==> config.mk <==
export PLATFORM = sky130hd
export DESIGN_NAME = tlb_flat
export DESIGN_NICKNAME = d
export VERILOG_FILES = /design/src/rtl/tlb_if.sv /design/src/rtl/tlb.sv /design/src/flat_wrapper.sv
export SDC_FILE = /design/constraint.sdc
export NUM_CORES = 1
export LEC_CHECK = 0
export BUFFER_PORTS_ARGS = -buffer_cell sky130_fd_sc_hd__buf_4
export CORE_AREA = 2 2 279 212
export DETAILED_ROUTE_END_ITERATION = 7
export DIE_AREA = 0 0 281 214
export GPL_TIMING_DRIVEN = 0
export PLACE_DENSITY = 0.57
export SLEW_MARGIN = 20
export SYNTH_ARGS = -nofsm -noshare
export SYNTH_HDL_FRONTEND = slang
export SYNTH_SLANG_ARGS = --single-unit
==> constraint.sdc <==
create_clock -name clk -period 9.89 [get_ports clk]
set_clock_uncertainty 0.2 [all_clocks]
set_input_delay 0.4945 -clock clk [delete_from_list [all_inputs] [get_ports clk]]
set_output_delay 0.4945 -clock clk [all_outputs]
set_load 0.005 [all_outputs]
==> src/rtl/tlb_if.sv <==
// MMU <-> TLB port: combinational VPN lookup plus refill/flush strobes.
// No valid/ready pair: a lookup is answered in the cycle tlb_addr is driven, and
// tlb_update/invalid are single-cycle strobes that are always accepted at the edge.
interface tlb_if;
    logic        invalid;
    logic [26:0] tlb_addr;
    logic [43:0] tlb_rdata;
    logic        tlb_hit;
    logic [43:0] tlb_wdata;
    logic        tlb_update;

    modport master (
        output invalid, tlb_addr, tlb_wdata, tlb_update,
        input  tlb_rdata, tlb_hit
    );

    modport slave (
        input  invalid, tlb_addr, tlb_wdata, tlb_update,
        output tlb_rdata, tlb_hit
    );
endinterface

==> src/rtl/tlb.sv <==
// Fully-associative TLB: zero-latency VPN->PPN lookup, de-duplicating refill
// with lowest-free-slot fill then round-robin eviction, and full flush.
module tlb #(
    parameter int ENTRIES = 8
) (
    input  logic  clk,
    input  logic  rst_n,
    tlb_if.slave  bus
);
    localparam int IDX_W = $clog2(ENTRIES);

    logic [ENTRIES-1:0] valid_q, valid_d;
    logic [26:0]        tag_q [ENTRIES];
    logic [43:0]        ppn_q [ENTRIES];
    logic [IDX_W-1:0]   rr_ptr_q, rr_ptr_d;

    logic [ENTRIES-1:0] match;
    logic [IDX_W-1:0]   match_idx;
    logic [IDX_W-1:0]   free_idx;
    logic [43:0]        match_ppn;
    logic               wr_en;
    logic [IDX_W-1:0]   wr_idx;

    // Refill never creates duplicate tags, so match is at most one-hot and the
    // OR-reduction of matching PPNs selects the single hit.
    always_comb begin
        match     = '0;
        match_idx = '0;
        match_ppn = '0;
        free_idx  = '0;
        for (int i = 0; i < ENTRIES; i++) begin
            if (valid_q[i] && (tag_q[i] == bus.tlb_addr)) begin
                match[i]  = 1'b1;
                match_idx = IDX_W'(i);
                match_ppn = match_ppn | ppn_q[i];
            end
        end
        for (int i = ENTRIES - 1; i >= 0; i--) begin
            if (!valid_q[i]) begin
                free_idx = IDX_W'(i);
            end
        end
    end

    assign bus.tlb_hit   = (|match) & ~bus.invalid;
    assign bus.tlb_rdata = bus.tlb_hit ? match_ppn : 44'h0;

    always_comb begin
        valid_d  = valid_q;
        rr_ptr_d = rr_ptr_q;
        wr_en    = 1'b0;
        wr_idx   = '0;
        if (bus.invalid) begin
            valid_d  = '0;
            rr_ptr_d = '0;
        end else if (bus.tlb_update) begin
            wr_en = 1'b1;
            if (|match) begin
                wr_idx = match_idx;
            end else if (!(&valid_q)) begin
                wr_idx = free_idx;
            end else begin
                wr_idx   = rr_ptr_q;
                rr_ptr_d = rr_ptr_q + 1'b1;
            end
            valid_d[wr_idx] = 1'b1;
        end
    end

    always_ff @(posedge clk or negedge rst_n) begin
        if (!rst_n) begin
            valid_q  <= '0;
            rr_ptr_q <= '0;
        end else begin
            valid_q  <= valid_d;
            rr_ptr_q <= rr_ptr_d;
        end
    end

    // Tag/PPN storage carries no reset; valid_q alone decides residency.
    always_ff @(posedge clk) begin
        if (wr_en) begin
            tag_q[wr_idx] <= bus.tlb_addr;
            ppn_q[wr_idx] <= bus.tlb_wdata;
        end
    end
endmodule
==> src/flat_wrapper.sv <==
// flat-port wrapper written by rule: the top's interface ports become plain ports
module tlb_flat 
#(
    parameter int ENTRIES = 8
)
  (clk, rst_n, bus_invalid, bus_tlb_addr, bus_tlb_wdata, bus_tlb_update, bus_tlb_rdata, bus_tlb_hit);
  tlb_if bus_i ();
  input  logic clk;
  input  logic rst_n;
  input wire logic [$bits(bus_i.invalid)-1:0] bus_invalid;
  input wire logic [$bits(bus_i.tlb_addr)-1:0] bus_tlb_addr;
  input wire logic [$bits(bus_i.tlb_wdata)-1:0] bus_tlb_wdata;
  input wire logic [$bits(bus_i.tlb_update)-1:0] bus_tlb_update;
  output wire logic [$bits(bus_i.tlb_rdata)-1:0] bus_tlb_rdata;
  output wire logic [$bits(bus_i.tlb_hit)-1:0] bus_tlb_hit;
  assign bus_i.invalid = bus_invalid;
  assign bus_i.tlb_addr = bus_tlb_addr;
  assign bus_i.tlb_wdata = bus_tlb_wdata;
  assign bus_i.tlb_update = bus_tlb_update;
  assign bus_tlb_rdata = bus_i.tlb_rdata;
  assign bus_tlb_hit = bus_i.tlb_hit;
  tlb #(.ENTRIES(ENTRIES)) u_core (.clk(clk), .rst_n(rst_n), .bus(bus_i));
endmodule
==> run_results.csv, run 1 <==
group,metric,value,unit
worst_setup_path,r2r_end,"u_core.ppn_q[4][10]$_DFFE_PP_",
worst_setup_path,r2r_start,"u_core.tag_q[6][23]$_DFFE_PP_",
job,max_cap_violations,0,
detailed_routing,drtIter0Drc,1437,
synth,yosysMostFrequentCell,"edfxtp_1",
cts,cts_tree,"yes",
global_routing,grt_pass1_vias,12500,
placed_design,place_congestion,0.768,
synth,synth.largest_area_cell,"edfxtp_1",
power_and_ir_drop,seq_power_share,54.0,%
synth,ys_ff_latch,579,
worst_setup_path,worstRegToRegCells,11,
global_routing,grt_max_degree,41,
finish,drive_gt1_share,19.0,%
sta,setup_viol,0,
sta,rsz0062_at_grt,"false",
worst_setup_path,crit_type,"primary input to output pin",
detailed_routing,viasPerCell,5.33,
power_and_ir_drop,power_switching_share,20.7,%
power_and_ir_drop,p_switching,1.05,mW
placed_design,hpwl,39.5,mm
detailed_routing,drc,0,
cts,cts_buffers,57,
power_and_ir_drop,pwr_density_cell,185,nW/um^2
finish,area_delta_synth_final,23.1,%
run_status,status,"completed",
finish,fin_util,48.0,%
worst_setup_path,ff2ff_setup_slack,4.66,ns
sta,fin_crit,6.03,ns
finish,antenna_cells,0,
power_and_ir_drop,internal-power,4.03,mW
worst_setup_path,critPathLaunchType,"primary input",
synth,synthCells,1224,
synth,syn_area,22300,um^2
sta,timing.fmax,166,MHz
sta,final.period_utilization,60.9,%
floorplanning,start_util,39.0,%
cts,cts-root-buf,"clkbuf_16",
detailed_routing,postRouteAntennaNets,0,
floorplanning,core,57100,um^2
sta,hold_viol,0,
hold_path,worst_hold_path_type,"primary input to asynchronous set/reset pin",
synth,synthTopCellsByArea,"edfxtp_1, xnor2_1, a22oi_1",
worst_setup_path,path_max_fanout,10,
power_and_ir_drop,p_total,5.08,mW
power_and_ir_drop,ir_drop,0.126,mV
detailed_routing,wl_per_cell,25.2,um
global_routing,antenna_found_initial,1,
synth,synth_top_area_share,76.6,%
worst_setup_path,arrival,5.33,ns
synth,synth_edf_count,568,
cts,htreeDepth,2,
synth,ys_types,48,
synth,syn_avg_cell_area,18.2,um^2
finish,fin_nets,1589,
worst_setup_path,cp-end-kind,"output pin",
detailed_routing,drt-total-wl,58.9,mm
synth,synthArstFlopShare,1.90,%
cts,cts_sinks,579,
global_routing,grt_pass1_wl,86.2,mm
detailed_routing,drt_pass1_iterations,6,
cts,path_clk_slew,0.06,ns
global_routing,grt_use_total,19.7,%
synth,seq_area_frac_synth,77.8,%
cts,clockBufferDepth,3,
placed_design,port_buffers,119,
floorplanning,num_rows,76,
cts,cts_setup_buffers,0,
detailed_routing,vias,12400,
cts,clk_latency,0.61,ns
power_and_ir_drop,leakage,8.63,nW
floorplanning,pin_count,120,
floorplanning,die_h,214,um
power_and_ir_drop,p_comb_share,4.5,%
worst_setup_path,critPathRequiredTime,9.20,ns
floorplanning,fp.dieW,281,um
power_and_ir_drop,p_clk_share,41.5,%
synth,synth_common_cells,"edfxtp_1, xnor2_1, a22oi_1",
global_routing,grt_remaining_overflow,0,
synth,ys_warn_count,0,
sta,slew_viol_final,0,
floorplanning,die-area,60100,um^2
finish,nFillCells,4819,
synth,syn-num-nets,1300,
sta,max_slew_margin,31.0,%
synth,ys.flop_type,"edfxtp_1",
sta,tightest_slew,1.03,ns
## metal layers
layer	up-vias	part of all wire [%]	GRT usage, %
met5	-	0.022	0
li1	5529	-	-
met3	76	7.0	3.65
met4	2	1.6	4.44
met2	425	44	28.6
met1	6414	48	30.7
## worst max path at each step
stage                           from                            end  depth (start not counted)
global placement    bus_tlb_addr[23]  u_core.ppn_q[4][13]$_DFFE_PP_                         10
detailed placement  bus_tlb_addr[23]  u_core.ppn_q[6][20]$_DFFE_PP_                         11
CTS                 bus_tlb_addr[12]              bus_tlb_rdata[43]                         13
global route        bus_tlb_addr[23]               bus_tlb_rdata[7]                         13
finish               bus_tlb_addr[7]               bus_tlb_rdata[7]                         13
floorplan           bus_tlb_addr[20]   u_core.ppn_q[4][0]$_DFFE_PP_                          9
## final cells by class
class	instances	area [um^2]	area share, %
Clock buffer	70	1500	5.46
Sequential cell	579	17300	63.2
Timing Repair Buffer	230	2300	8.38
Clock inverter	33	304	1.11
Inverter	5	18.8	0.0685
Buffer	71	384	1.40
Multi-Input combinational cell	569	4600	16.8
Tap cell	780	976	3.56
## kinds of logic after synthesis
| family | count (synthesis) | share of synthesized area [%] |
|---|---|---|
| muxes | 1 | 0.0450 |
| and+or+nand+nor | 108 | 3.10 |
| DFF | 579 | 77.8 |
| xor gates and xnor gates | 218 | 8.57 |
| buffers and inverters | 76 | 1.81 |
| adders and majority gates | 1 | 0.0562 |
| AOI/OAI and AO/OA | 241 | 8.58 |
## worst max-delay path, stage by stage
cell and delay (ns):
dlygate4sd3_1 0.56, buf_4 0.18, buf_4 0.20, xor2_1 0.17, nor4_1 0.86, nand4_1 0.35, nor4_1 0.65, nor4_1 0.26
nand2_1 0.13, nand2_1 0.34, clkbuf_1 0.45, a31oi_1 0.46, buf_4 0.19
## what timing repair did
item / in CTS / in global routing
endpoints found under the hold margin: 573 / 0
hold buffers: 73 / 0
resized for setup: 0 / 0
## registers in the layout, indices dropped and copies added (netlist names)
name             count
u_core.valid_q       8
u_core.rr_ptr_q      3
u_core.ppn_q       352
u_core.tag_q       216
## layout by cell type (no fill, tap or decap), types with 3 or more instances in the layout
cell / synthesis / layout
buf_16: 0 / 15
nor4_4: 2 / 4
nand2_1: 6 / 6
o2bb2ai_1: 3 / 3
bufinv_16: 0 / 5
a22o_1: 44 / 44
dfrtp_1: 11 / 11
buf_4: 24 / 152
xor2_1: 56 / 56
clkinv_2: 0 / 12
dlygate4sd3_1: 0 / 73
buf_6: 1 / 11
clkbuf_16: 0 / 58
a31oi_1: 45 / 45
edfxtp_1: 568 / 568
nor4_1: 21 / 19
nand4_1: 49 / 49
nor4_2: 3 / 3
xnor2_1: 162 / 162
buf_2: 16 / 16
nor2_4: 0 / 4
a22oi_1: 89 / 89
buf_12: 0 / 4
nor2_1: 13 / 9
or4_1: 3 / 3
clkbuf_1: 29 / 41
clkinv_1: 1 / 14
inv_1: 4 / 4
a221oi_1: 44 / 44
## through the flow
step | worst slack (ns) | std cells | area, um^2 | setup TNS [ns] | hold slack (ns)
after floorplan | 2.81 | 1224 | 22300 | 0 | -0.00109
after global placement | -2.58 | 2123 | 24100 | -548.05 | 0.139
after detailed placement | 4.04 | 2160 | 24900 | 0 | 0.141
after CTS | 3.94 | 2336 | 27400 | 0 | 0.0884
after global routing | 3.66 | 2337 | 27400 | 0 | 0.129
final | 3.86 | 2337 | 27400 | 0 | 0.0915
## power groups by stage
stage / logic (mW) / clock network, mW / registers, mW
floorplan: 0.0866 / 0 / 2.79
CTS: 0.228 / 2.14 / 2.74
global placement: 0.182 / 0 / 2.80
global route: 0.245 / 2.23 / 2.74
detailed placement: 0.203 / 0 / 2.79
finish: 0.228 / 2.11 / 2.74
Note: power is estimated with default switching activity, not from simulation.
==> inputs of run 2 (changes only) <==
==> constraint.sdc (replaced) <==
create_clock -name clk -period 5.07 [get_ports clk]
set_clock_uncertainty 0.2 [all_clocks]
set_input_delay 0.2535 -clock clk [delete_from_list [all_inputs] [get_ports clk]]
set_output_delay 0.2535 -clock clk [all_outputs]
set_load 0.005 [all_outputs]
==> run_results.csv, run 2 (synthesized netlist as in run 1, its figures left out) <==
group,metric,value,unit
floorplanning,die-area,60100,um^2
hold_path,worst_hold_path_type,"primary input to register",
placed_design,port_buffers,119,
worst_setup_path,ff2ff_setup_slack,0.22,ns
worst_setup_path,critPathRequiredTime,4.62,ns
detailed_routing,drc,0,
power_and_ir_drop,p_total,10.0,mW
worst_setup_path,path_buf_inv,6,
sta,setup_slack,0.0309,ns
finish,mostFrequentLayoutCell,"edfxtp_1",
floorplanning,start_util,39.0,%
cts,clk_latency,0.64,ns
detailed_routing,wl_per_cell,25.3,um
finish,fin_util,48.5,%
sta,setup_viol,0,
finish,regMostFlops,"u_core.ppn_q",
worst_setup_path,cp_common_cell,"buf_4",
worst_setup_path,worstRegToRegCells,10,
cts,cts_sinks,579,
sta,max_slew_margin,30.8,%
sta,hold_viol,0,
placed_design,place_ws,-0.692,ns
hold_path,hold_end,"u_core.ppn_q[5][21]$_DFFE_PP_",
sta,fin_crit,5.04,ns
worst_setup_path,crit_chain,"dlygate4sd3_1, buf_4, buf_4, xor2_1, nor4_2, nand4_1, nor4_4, buf_4, clkbuf_1, a22oi_1, a31oi_1, buf_4",
sta,timing.fmax,198,MHz
placed_design,hpwl,39.0,mm
detailed_routing,vias,12500,
hold_path,hold_path_depth,2,
floorplanning,fp.dieW,281,um
global_routing,antenna_found_initial,0,
detailed_routing,postRouteAntennaNets,0,
finish,final_cell_mix,"edfxtp_1, xnor2_1, buf_4, a22oi_1, dlygate4sd3_1",
finish,drive_gt1_share,20.5,%
finish,instances_no_fill,2352,
global_routing,grt_remaining_overflow,0,
finish,largest_register_ffs,352,
worst_setup_path,r2r_start,"u_core.tag_q[2][11]$_DFFE_PP_",
finish,area_delta_synth_final,24.4,%
job,max_cap_violations,0,
sta,holdWs,0.206,ns
floorplanning,core,57100,um^2
detailed_routing,drt_pass1_iterations,5,
worst_setup_path,crit_family,"buffers and inverters",
worst_setup_path,crit_type,"primary input to output pin",
worst_setup_path,arrival,4.59,ns
sta,tightest_slew,1.04,ns
detailed_routing,drt-total-wl,59.5,mm
hold_path,worstHoldStart,"bus_tlb_wdata[21]",
worst_setup_path,cpMaxStageDelayCell,"nor4_2",
cts,htreeDepth,2,
finish,fin_nets,1600,
worst_setup_path,cp-end-kind,"output pin",
global_routing,grt_use_total,20.0,%
run_status,status,"completed",
sta,final.period_utilization,99.4,%
worst_setup_path,critPathLaunchType,"primary input",
sta,slew_viol_final,0,
global_routing,grt_pass1_wl,87.0,mm
global_routing,grt_max_degree,42,
detailed_routing,viasPerCell,5.32,
global_routing,grt_pass1_vias,12500,
power_and_ir_drop,leakage,8.77,nW
cts,path_clk_slew,0.06,ns
power_and_ir_drop,ir_drop,0.302,mV
floorplanning,num_rows,76,
sta,rsz0062_at_grt,"false",
worst_setup_path,r2r_end,"u_core.ppn_q[6][43]$_DFFE_PP_",
cts,cts_buffers,58,
worst_setup_path,crit_path_max_incr_delay,0.64,ns
power_and_ir_drop,pwr_density_cell,362,nW/um^2
cts,cts_tree,"yes",
placed_design,place_congestion,0.794,
floorplanning,pin_count,120,
placed_design,placed_cell_area,24900,um^2
placed_design,dp.cells,2160,
cts,clockBufferDepth,3,
finish,top_regs,"u_core.ppn_q x352, u_core.tag_q x216, u_core.valid_q x8",
detailed_routing,drtIter0Drc,1446,
sta,setup_tns,0,ns
floorplanning,die_h,214,um
worst_setup_path,path_max_fanout,10,
finish,final_cell_area,27700,um^2
cts,cts-root-buf,"clkbuf_16",
-- run 2: how the worst max path moves through the flow --
| stage | depth (start not counted) | start | end |
|---|---|---|---|
| 2_1_floorplan | 10 | bus_tlb_addr[0] | u_core.ppn_q[2][0]$_DFFE_PP_ |
| 3_3_place_gp | 11 | bus_tlb_addr[23] | u_core.ppn_q[3][20]$_DFFE_PP_ |
| 3_5_place_dp | 11 | bus_tlb_addr[23] | u_core.ppn_q[6][20]$_DFFE_PP_ |
| 4_1_cts | 11 | u_core.tag_q[2][11]$_DFFE_PP_ | u_core.ppn_q[3][34]$_DFFE_PP_ |
| 5_1_grt | 13 | bus_tlb_addr[24] | bus_tlb_rdata[17] |
| 6_report | 12 | bus_tlb_addr[23] | bus_tlb_rdata[11] |
-- run 2: cell type report --
type / count / area, um^2
diodes: 1 / 2.50
plain buffers: 71 / 417
clock buffers: 65 / 1480
clock inverters: 42 / 395
fillers: 4778 / 29500
inverters: 5 / 18.8
multi-input cells: 569 / 4650
flip-flops and latches: 579 / 17300
well taps: 780 / 976
repair buffers: 240 / 2430
-- run 2: power breakdown --
part / switching, mW / total, mW / internal, mW
Clock: 1.82 / 4.23 / 2.41
Combinational: 0.266 / 0.455 / 0.189
Sequential: 0.0211 / 5.35 / 5.32
-- run 2: layer usage --
layer  up-vias  routed length (um)  global-route usage, %
li1       5550                   -                      -
met1      6410               27900                   30.6
met2       484               26300                   29.3
met3        77                4210                   3.82
met4         0                1090                   4.88
met5         -                   0                      0
-- run 2: timing repair --
action | in CTS | in global routing
pin swaps | 0 | 4
endpoints found under the hold margin | 590 | 0
hold buffers | 76 | 0
setup endpoints to repair | 221 | 123
resized for setup | 5 | 11
setup buffers | 0 | 8
